**src/rtl/mem_access_stage.sv**
```systemverilog
// mem_access_stage: MEM-stage data-memory access controller.
// Runs the dmem request/response handshake for word and byte loads and stores,
// the indirect LDI/STI double access and the TRAP vector read. While a sequence
// is in flight it stalls the upstream pipeline registers.
module mem_access_stage #(
    parameter int unsigned WAIT_LIMIT = 255
) (
    input  logic        clk,
    input  logic        reset,
    input  logic        req_valid,
    input  logic [2:0]  mem_op,
    input  logic [15:0] addr_in,
    input  logic [15:0] sdata_in,
    input  logic [15:0] dmem_rdata,
    input  logic        dmem_resp,
    output logic [15:0] dmem_address,
    output logic        dmem_read,
    output logic        dmem_write,
    output logic [1:0]  dmem_wmask,
    output logic [15:0] dmem_wdata,
    output logic [15:0] mem_data_out,
    output logic        done,
    output logic        stall_out,
    output logic        err_timeout
);

    localparam logic [2:0] OP_NONE  = 3'd0;
    localparam logic [2:0] OP_LDR   = 3'd1;
    localparam logic [2:0] OP_STR   = 3'd2;
    localparam logic [2:0] OP_LDB   = 3'd3;
    localparam logic [2:0] OP_STB   = 3'd4;
    localparam logic [2:0] OP_LDI   = 3'd5;
    localparam logic [2:0] OP_STI   = 3'd6;
    localparam logic [2:0] OP_TRAPV = 3'd7;

    localparam logic [8:0] WAIT_LIMIT_W = 9'(WAIT_LIMIT);

    typedef enum logic [1:0] {
        IDLE = 2'd0,
        ACC1 = 2'd1,
        ACC2 = 2'd2,
        DONE = 2'd3
    } state_t;

    state_t      state_reg;
    logic [2:0]  op_reg;
    logic        addr_lsb_reg;
    logic [15:0] sdata_reg;
    logic [7:0]  wait_cnt_reg;

    logic        accept;
    logic        in_is_store;
    logic [1:0]  in_wmask;
    logic [15:0] in_wdata;
    logic        op_is_indirect;
    logic [15:0] load_value;
    logic [8:0]  wait_inc;
    logic        limit_hit;

    // Decode of the incoming request that sets up the first access.
    always_comb begin
        accept      = (state_reg == IDLE) && req_valid && (mem_op != OP_NONE);
        in_is_store = (mem_op == OP_STR) || (mem_op == OP_STB);
        in_wmask    = 2'b11;
        in_wdata    = 16'h0000;
        if (mem_op == OP_STB) begin
            in_wmask = addr_in[0] ? 2'b10 : 2'b01;
            in_wdata = {sdata_in[7:0], sdata_in[7:0]};
        end else if (mem_op == OP_STR) begin
            in_wdata = sdata_in;
        end
    end

    // Load result formatting and wait-counter bookkeeping for the latched op.
    always_comb begin
        op_is_indirect = (op_reg == OP_LDI) || (op_reg == OP_STI);
        load_value     = 16'h0000;
        case (op_reg)
            OP_LDR, OP_TRAPV: load_value = dmem_rdata;
            OP_LDB:           load_value = {8'h00, addr_lsb_reg ? dmem_rdata[15:8] : dmem_rdata[7:0]};
            default:          load_value = 16'h0000;
        endcase
        wait_inc  = {1'b0, wait_cnt_reg} + 9'd1;
        limit_hit = (wait_inc >= WAIT_LIMIT_W);
    end

    // Stall is combinational so the accept cycle already freezes upstream.
    always_comb begin
        stall_out = accept || (state_reg == ACC1) || (state_reg == ACC2);
    end

    // Access sequencer: request registers, result capture and timeout flag.
    always_ff @(posedge clk or posedge reset) begin
        if (reset) begin
            state_reg    <= IDLE;
            op_reg       <= OP_NONE;
            addr_lsb_reg <= 1'b0;
            sdata_reg    <= 16'h0000;
            wait_cnt_reg <= 8'd0;
            dmem_address <= 16'h0000;
            dmem_read    <= 1'b0;
            dmem_write   <= 1'b0;
            dmem_wmask   <= 2'b00;
            dmem_wdata   <= 16'h0000;
            mem_data_out <= 16'h0000;
            done         <= 1'b0;
            err_timeout  <= 1'b0;
        end else begin
            case (state_reg)
                IDLE: begin
                    done <= 1'b0;
                    if (accept) begin
                        op_reg       <= mem_op;
                        addr_lsb_reg <= addr_in[0];
                        sdata_reg    <= sdata_in;
                        dmem_address <= {addr_in[15:1], 1'b0};
                        dmem_read    <= !in_is_store;
                        dmem_write   <= in_is_store;
                        dmem_wmask   <= in_wmask;
                        dmem_wdata   <= in_wdata;
                        wait_cnt_reg <= 8'd0;
                        state_reg    <= ACC1;
                    end
                end
                ACC1: begin
                    if (dmem_resp) begin
                        if (op_is_indirect) begin
                            // First access fetched the pointer; retarget at it.
                            dmem_address <= {dmem_rdata[15:1], 1'b0};
                            dmem_read    <= (op_reg == OP_LDI);
                            dmem_write   <= (op_reg == OP_STI);
                            dmem_wmask   <= 2'b11;
                            dmem_wdata   <= (op_reg == OP_STI) ? sdata_reg : 16'h0000;
                            wait_cnt_reg <= 8'd0;
                            state_reg    <= ACC2;
                        end else begin
                            dmem_read    <= 1'b0;
                            dmem_write   <= 1'b0;
                            mem_data_out <= load_value;
                            done         <= 1'b1;
                            state_reg    <= DONE;
                        end
                    end else begin
                        if (wait_cnt_reg != 8'hFF) wait_cnt_reg <= wait_cnt_reg + 8'd1;
                        if (limit_hit) err_timeout <= 1'b1;
                    end
                end
                ACC2: begin
                    if (dmem_resp) begin
                        dmem_read    <= 1'b0;
                        dmem_write   <= 1'b0;
                        mem_data_out <= (op_reg == OP_LDI) ? dmem_rdata : 16'h0000;
                        done         <= 1'b1;
                        state_reg    <= DONE;
                    end else begin
                        if (wait_cnt_reg != 8'hFF) wait_cnt_reg <= wait_cnt_reg + 8'd1;
                        if (limit_hit) err_timeout <= 1'b1;
                    end
                end
                default: begin
                    done      <= 1'b0;
                    state_reg <= IDLE;
                end
            endcase
        end
    end

endmodule

```
**config.mk**
```make
export PLATFORM = sky130hd
export DESIGN_NAME = mem_access_stage
export DESIGN_NICKNAME = d
export VERILOG_FILES = /design/src/rtl/mem_access_stage.sv
export SDC_FILE = /design/constraint.sdc
export NUM_CORES = 1
export LEC_CHECK = 0
export ABC_CLOCK_PERIOD_IN_PS = 6400
export CAP_MARGIN = 20
export CORE_MARGIN = 8
export CORE_UTILIZATION = 34
export CTS_BUF_LIST = sky130_fd_sc_hd__clkbuf_8
export DETAILED_ROUTE_END_ITERATION = 7
export SLEW_MARGIN = 20
export SYNTH_ARGS = -nofsm -noshare
export SYNTH_HDL_FRONTEND = slang
export SYNTH_SLANG_ARGS = --single-unit
export TNS_END_PERCENT = 100
```
**constraint.sdc**
```tcl
create_clock -name clk -period 6.4 [get_ports clk]
set_input_delay 0.96 -clock clk [delete_from_list [all_inputs] [get_ports clk]]
set_output_delay 0.96 -clock clk [all_outputs]
set_load 0.02 [all_outputs]
```
Word level (Yosys, flattened, before mapping)

Index checks and enable logic that the tools add are counted.

Add/sub/neg operators: 2
Order comparisons: 1
Equal/unequal tests: 17
Muxes and demuxes: 48
Bitwise operators: 1
Reduce and logical (&&, ||, !) cells: 22

Operators by type and width:

| kind                                                | count |
|---|---|
| two-way mux 16 bit                                  | 13 |
| case mux 16 bit (2 select lines)                    | 4 |
| two-way mux 8 bit                                   | 6 |
| case mux 8 bit (3 select lines)                     | 1 |
| two-way mux 2 bit                                   | 8 |
| AND reduction 4 bit                                 | 4 |
| equality test 3 bit, second input constant          | 4 |
| inequality test 2 bit, second input constant        | 6 |
| two-way mux 1 bit                                   | 11 |
| adder 8 x 1 -> 9 bit, second input constant         | 1 |
| >= comparator 9 x 8 -> 1 bit, second input constant | 1 |
| AND reduction 3 bit                                 | 3 |
| adder 8 x 1 -> 8 bit, second input constant         | 1 |
| inequality test 8 bit, second input constant        | 1 |
| equality test 3 x 2 -> 1 bit, second input constant | 2 |
| case mux 1 bit (3 select lines)                     | 2 |
| case mux 2 bit (3 select lines)                     | 1 |
| nonzero test 3 bit                                  | 2 |
| logical OR 1 bit                                    | 4 |
| case mux 2 bit (2 select lines)                     | 1 |
| nonzero test 2 bit                                  | 2 |
| OR reduction 2 bit                                  | 2 |
| equality test 3 x 1 -> 1 bit, second input constant | 1 |
| inequality test 3 bit, second input constant        | 1 |
| other kinds (8)                                     | 9 |

Bits in registers: 84
Bits of input ports: 55
Output and inout bits: 55
Word-level logic and storage cells: 104

Longest topological paths before layout

Depth after elaboration: 6
Mapped depth: 8
Gate-level depth less buffers: 6

Worst setup path after synthesis

No wires, ideal clock.

Path type: input-to-output
Start: in mem_op[0]
End: out stall_out
Arrival: 1.883 ns
Required time: 5.440 ns
Path slack: 3.557 ns
Cell stages on the path: 5
Buffers on the path: 2
Cells stage by stage: buf_6 -> nor3_1 -> nand3b_1 -> buf_2 -> nand2_1

Word-level cells in the longest chain between the ends: 4

Ends and longest elaborated chain:

| element                        | RTL line | text |
|---|---|---|
| start, declared                | 11       | `input logic [2:0] mem_op,` |
| nonzero test 3 bit             | 62       | `accept = (state_reg == IDLE) && req_valid && (mem_op != OP_NONE);` |
| logical AND 1 bit              | 62       |  |
| logical OR 1 bit (2 in series) | 89       | `stall_out = accept \|\| (state_reg == ACC1) \|\| (state_reg == ACC2);` |
| end, declared                  | 23       | `output logic stall_out,` |

No other way between the ends.

Worst setup path after layout

Ends and elaborated chain as after synthesis.

==> results.md <==
* Status: finished, final reports clean
* Port Buffers at around 110
* # DRC at 0
* Layout area overhead at 31.6%
* GP Congestion at approximately 0.84
* Routed WL at approximately 12 mm
* Syn Inst Count at 379
* Rows at 41
* Top cell type's share of synthesized area at 0.477
* Top post-synthesis cells by area: dfrtp_1 48%, mux2_2 10%, mux2_1 7.8%
* CP max-delay cell: nand3b_1
* Largest area contributor in the netlist: dfrtp_1
* Clk buf depth at 2
* DR vias at approximately 3400
* Fin crit share at 0.693
* TritonCTS Buffers at 9
* Die Area at 16700 µm²
* Post_cts resized at 0
* Worst hold slack at between 0.4 and 0.5 ns
* Post-synth EDFFs at 0
* Syn_nets at around 440
* Finished Layout Cells at roughly 650
* Met2 usage at 0.242
* Clock-pin transition on the worst setup and hold timing paths at roughly 0.080 ns
* Max frequency at 225 MHz
* Crit path arrival time at about 3.5 ns
* Peak supply drop at between 0.15 and 0.2 mV
* Most common cell in the netlist: dfrtp_1
* Vias per inst at around 5.2
* Crit end category: output port
* Top cells by count, synth: 83 x dfrtp_1, 39 x mux2_2, 30 x mux2_1, 25 x nand2_1, 17 x o21ai_0
* Rel. slew slack at 0.312
* Layout cells sized above 1 at 0.134
* Die height at 129 µm
* First-pass GRT wire length at roughly 20 mm
* Top FF cell, synth: dfrtp_1
* Worst-Margin Slew at ~1.0 ns
* Max incr delay on CP at around 0.80 ns
* Vias in the first global route at approximately 3600
* RSZ-0062 raised after global routing: false
* GR Layer Usage met3 at 0.0583
* Htree depth at 3
* Iteration-0 DRC count of the detailed router at ~160
* Total core area at about 13000 µm²
* Post-route ant nets at 0
* Overall Global Routing Usage at 0.154
* Initial Utilization at 0.346
* Synth Warn # at 0
* Largest family of logic cells by synthesized area: multiplexers
* Hold Crit Class: reg -> reg
* Layout Skew at about 0.009 ns
* Register area share after synthesis at 0.477
* Final hold vios at 0
* Initial antenna violation count at 0
* Post-Synth Simple-Gate Area at 0.0848
* Async set-reset flop share out of synthesis at 1.00
* Cts hold-fix bufs at 0
* Worst path buffer plus inverter count at 2
* Worst setup path class: in -> out
* Cell mode on critical path: clkdlybuf4s50_1
* CTS tree: done
* Final net count at approximately 540
* Netlist Area Pre-Place at 4350 µm²
* Grt peak-use layer: met2
* Pwr/cell area at 448 nW/µm²
* Largest net degree at the start of global routing at 84
* Met1 GRT Util at 0.191
* Routed wire per std cell at between 15 and 20 µm
* Cell variety after synth at just under 60
* Number of diodes at 0
* Max-slew violations at 0
* Crit start category: input pin
* GR Overflow Total at 0
* Dpl hpwl at about 9 mm
* Kind of cell adding the most delay to the critical path: buffers and inverters
* Chip Width at approximately 130 µm
* Clk root buf: clkbuf_8
* Compound-cell area share of the yosys netlist at 0.181
* Post-CTS Repair Setup Buffers at 0
* Setup tns final at 0 ns
* Cell chain of the critical path: clkdlybuf4s50_1 -> nor3_1 -> nand3b_1 -> nand2_1 -> clkdlybuf4s50_1
* Clock Sinks at just over 80
* Max-cap violations at 0
* Final setup viols at 0
* Post-synthesis register bit count at between 80 and 90
* Final min period at 4.44 ns
* LEAKAGE at around 2.4 nW
* Synth Area in Adders at 0.0201
* Average cell area after synthesis at roughly 11 µm²
* Critical path fanouts, max at 20
* I/O pin cnt at 110
* Inst Count DP at between 600 and 700
* Mux cell area share after synthesis at 0.185
* Clk_lat worst skew at ~0.36 ns
* Drt pass-1 iters at 4
* Critical Path RT at between 5 and 6 ns
* Post-Synth XOR/XNOR Area at 0.00575
[metal layers]
metal,vias up,share of wire
met4,0,0.011
met5,-,0
met2,92,0.48
met3,8,0.061
met1,1661,0.45
li1,1601,-
[layout by cell type, fill, tap and decap left out, drive strengths merged, types with 4 or more instances in the layout]
| cell type | instances |
|---|---|
| a22o | 16 |
| a31oi | 6 |
| dfrtp | 83 |
| ha | 7 |
| mux2 | 69 |
| nor2b | 6 |
| nand4 | 4 |
| nor2 | 7 |
| o31ai | 11 |
| clkinv | 4 |
| nand2 | 25 |
| clkbuf | 9 |
| o21ai | 17 |
| a22oi | 13 |
| nand3b | 4 |
| nand2b | 4 |
| clkdlybuf4s50 | 108 |
| a21oi | 17 |
| inv | 12 |
[report_power, final]
| group | internal, mW | switching, mW | leakage (nW) |
|---|---|---|---|
| registers | 0.732 | 0.139 | 1.05 |
| clock network | 0.176 | 0.196 | 0.103 |
| logic | 0.641 | 0.681 | 1.21 |
| total | 1.55 | 1.02 | 2.36 |
[cell families (layout without fill, tap and decap cells)]
group / after synthesis / count (layout)
AND/OR/NAND/NOR: 69 / 69
multiplexers: 72 / 72
flip-flops: 83 / 83
XOR/XNOR: 2 / 2
other: 1 / 1
buffers and inverters: 38 / 138
AO/OA/AOI/OAI: 107 / 107
adder cells (fa/ha/maj): 7 / 7
[per-stage QoR]
stage                     setup WS [ns]  power [mW]  utilization  cell area, µm²
after global placement             2.00        2.17        0.438            5510
after detailed placement           1.95        2.20        0.438            5510
after floorplan                    3.30        1.73            -            4350
after global routing               1.81        2.76        0.456            5730
final                              1.96        2.56        0.456            5730
after CTS                          1.95        2.59        0.453            5700
[final cells by class]
type | instances | area, µm²
multi-input combinational | 258 | 2080
clock buffer | 9 | 124
fill | 1200 | 6840
tap | 172 | 215
clock inverter | 7 | 62.6
inverter | 11 | 42.5
sequential | 83 | 2080
timing repair buffer | 111 | 1130
[worst paths after layout]
check,end,from,cells after the start,slack (ns)
setup / recovery,stall_out,mem_op[0],5,1.96
hold / removal,mem_data_out[6],mem_data_out[6],2,0.48
setup reg to reg,dmem_wdata[11],state_reg[0],7,3.88
hold reg to reg,mem_data_out[6],mem_data_out[6],2,0.48
max in group asynchronous,err_timeout,reset,3,4.75
min in group asynchronous,dmem_wdata[10],reset,3,1.10
[tightest hold or removal path, delay by kind of cell (launching register included)]
| kind | cells | cell delay (ns) |
|---|---|---|
| compound gates | 1 | 0.05 |
| simple gates | 1 | 0.05 |
| flops | 1 | 0.35 |
(Power assumes the default switching activity.)
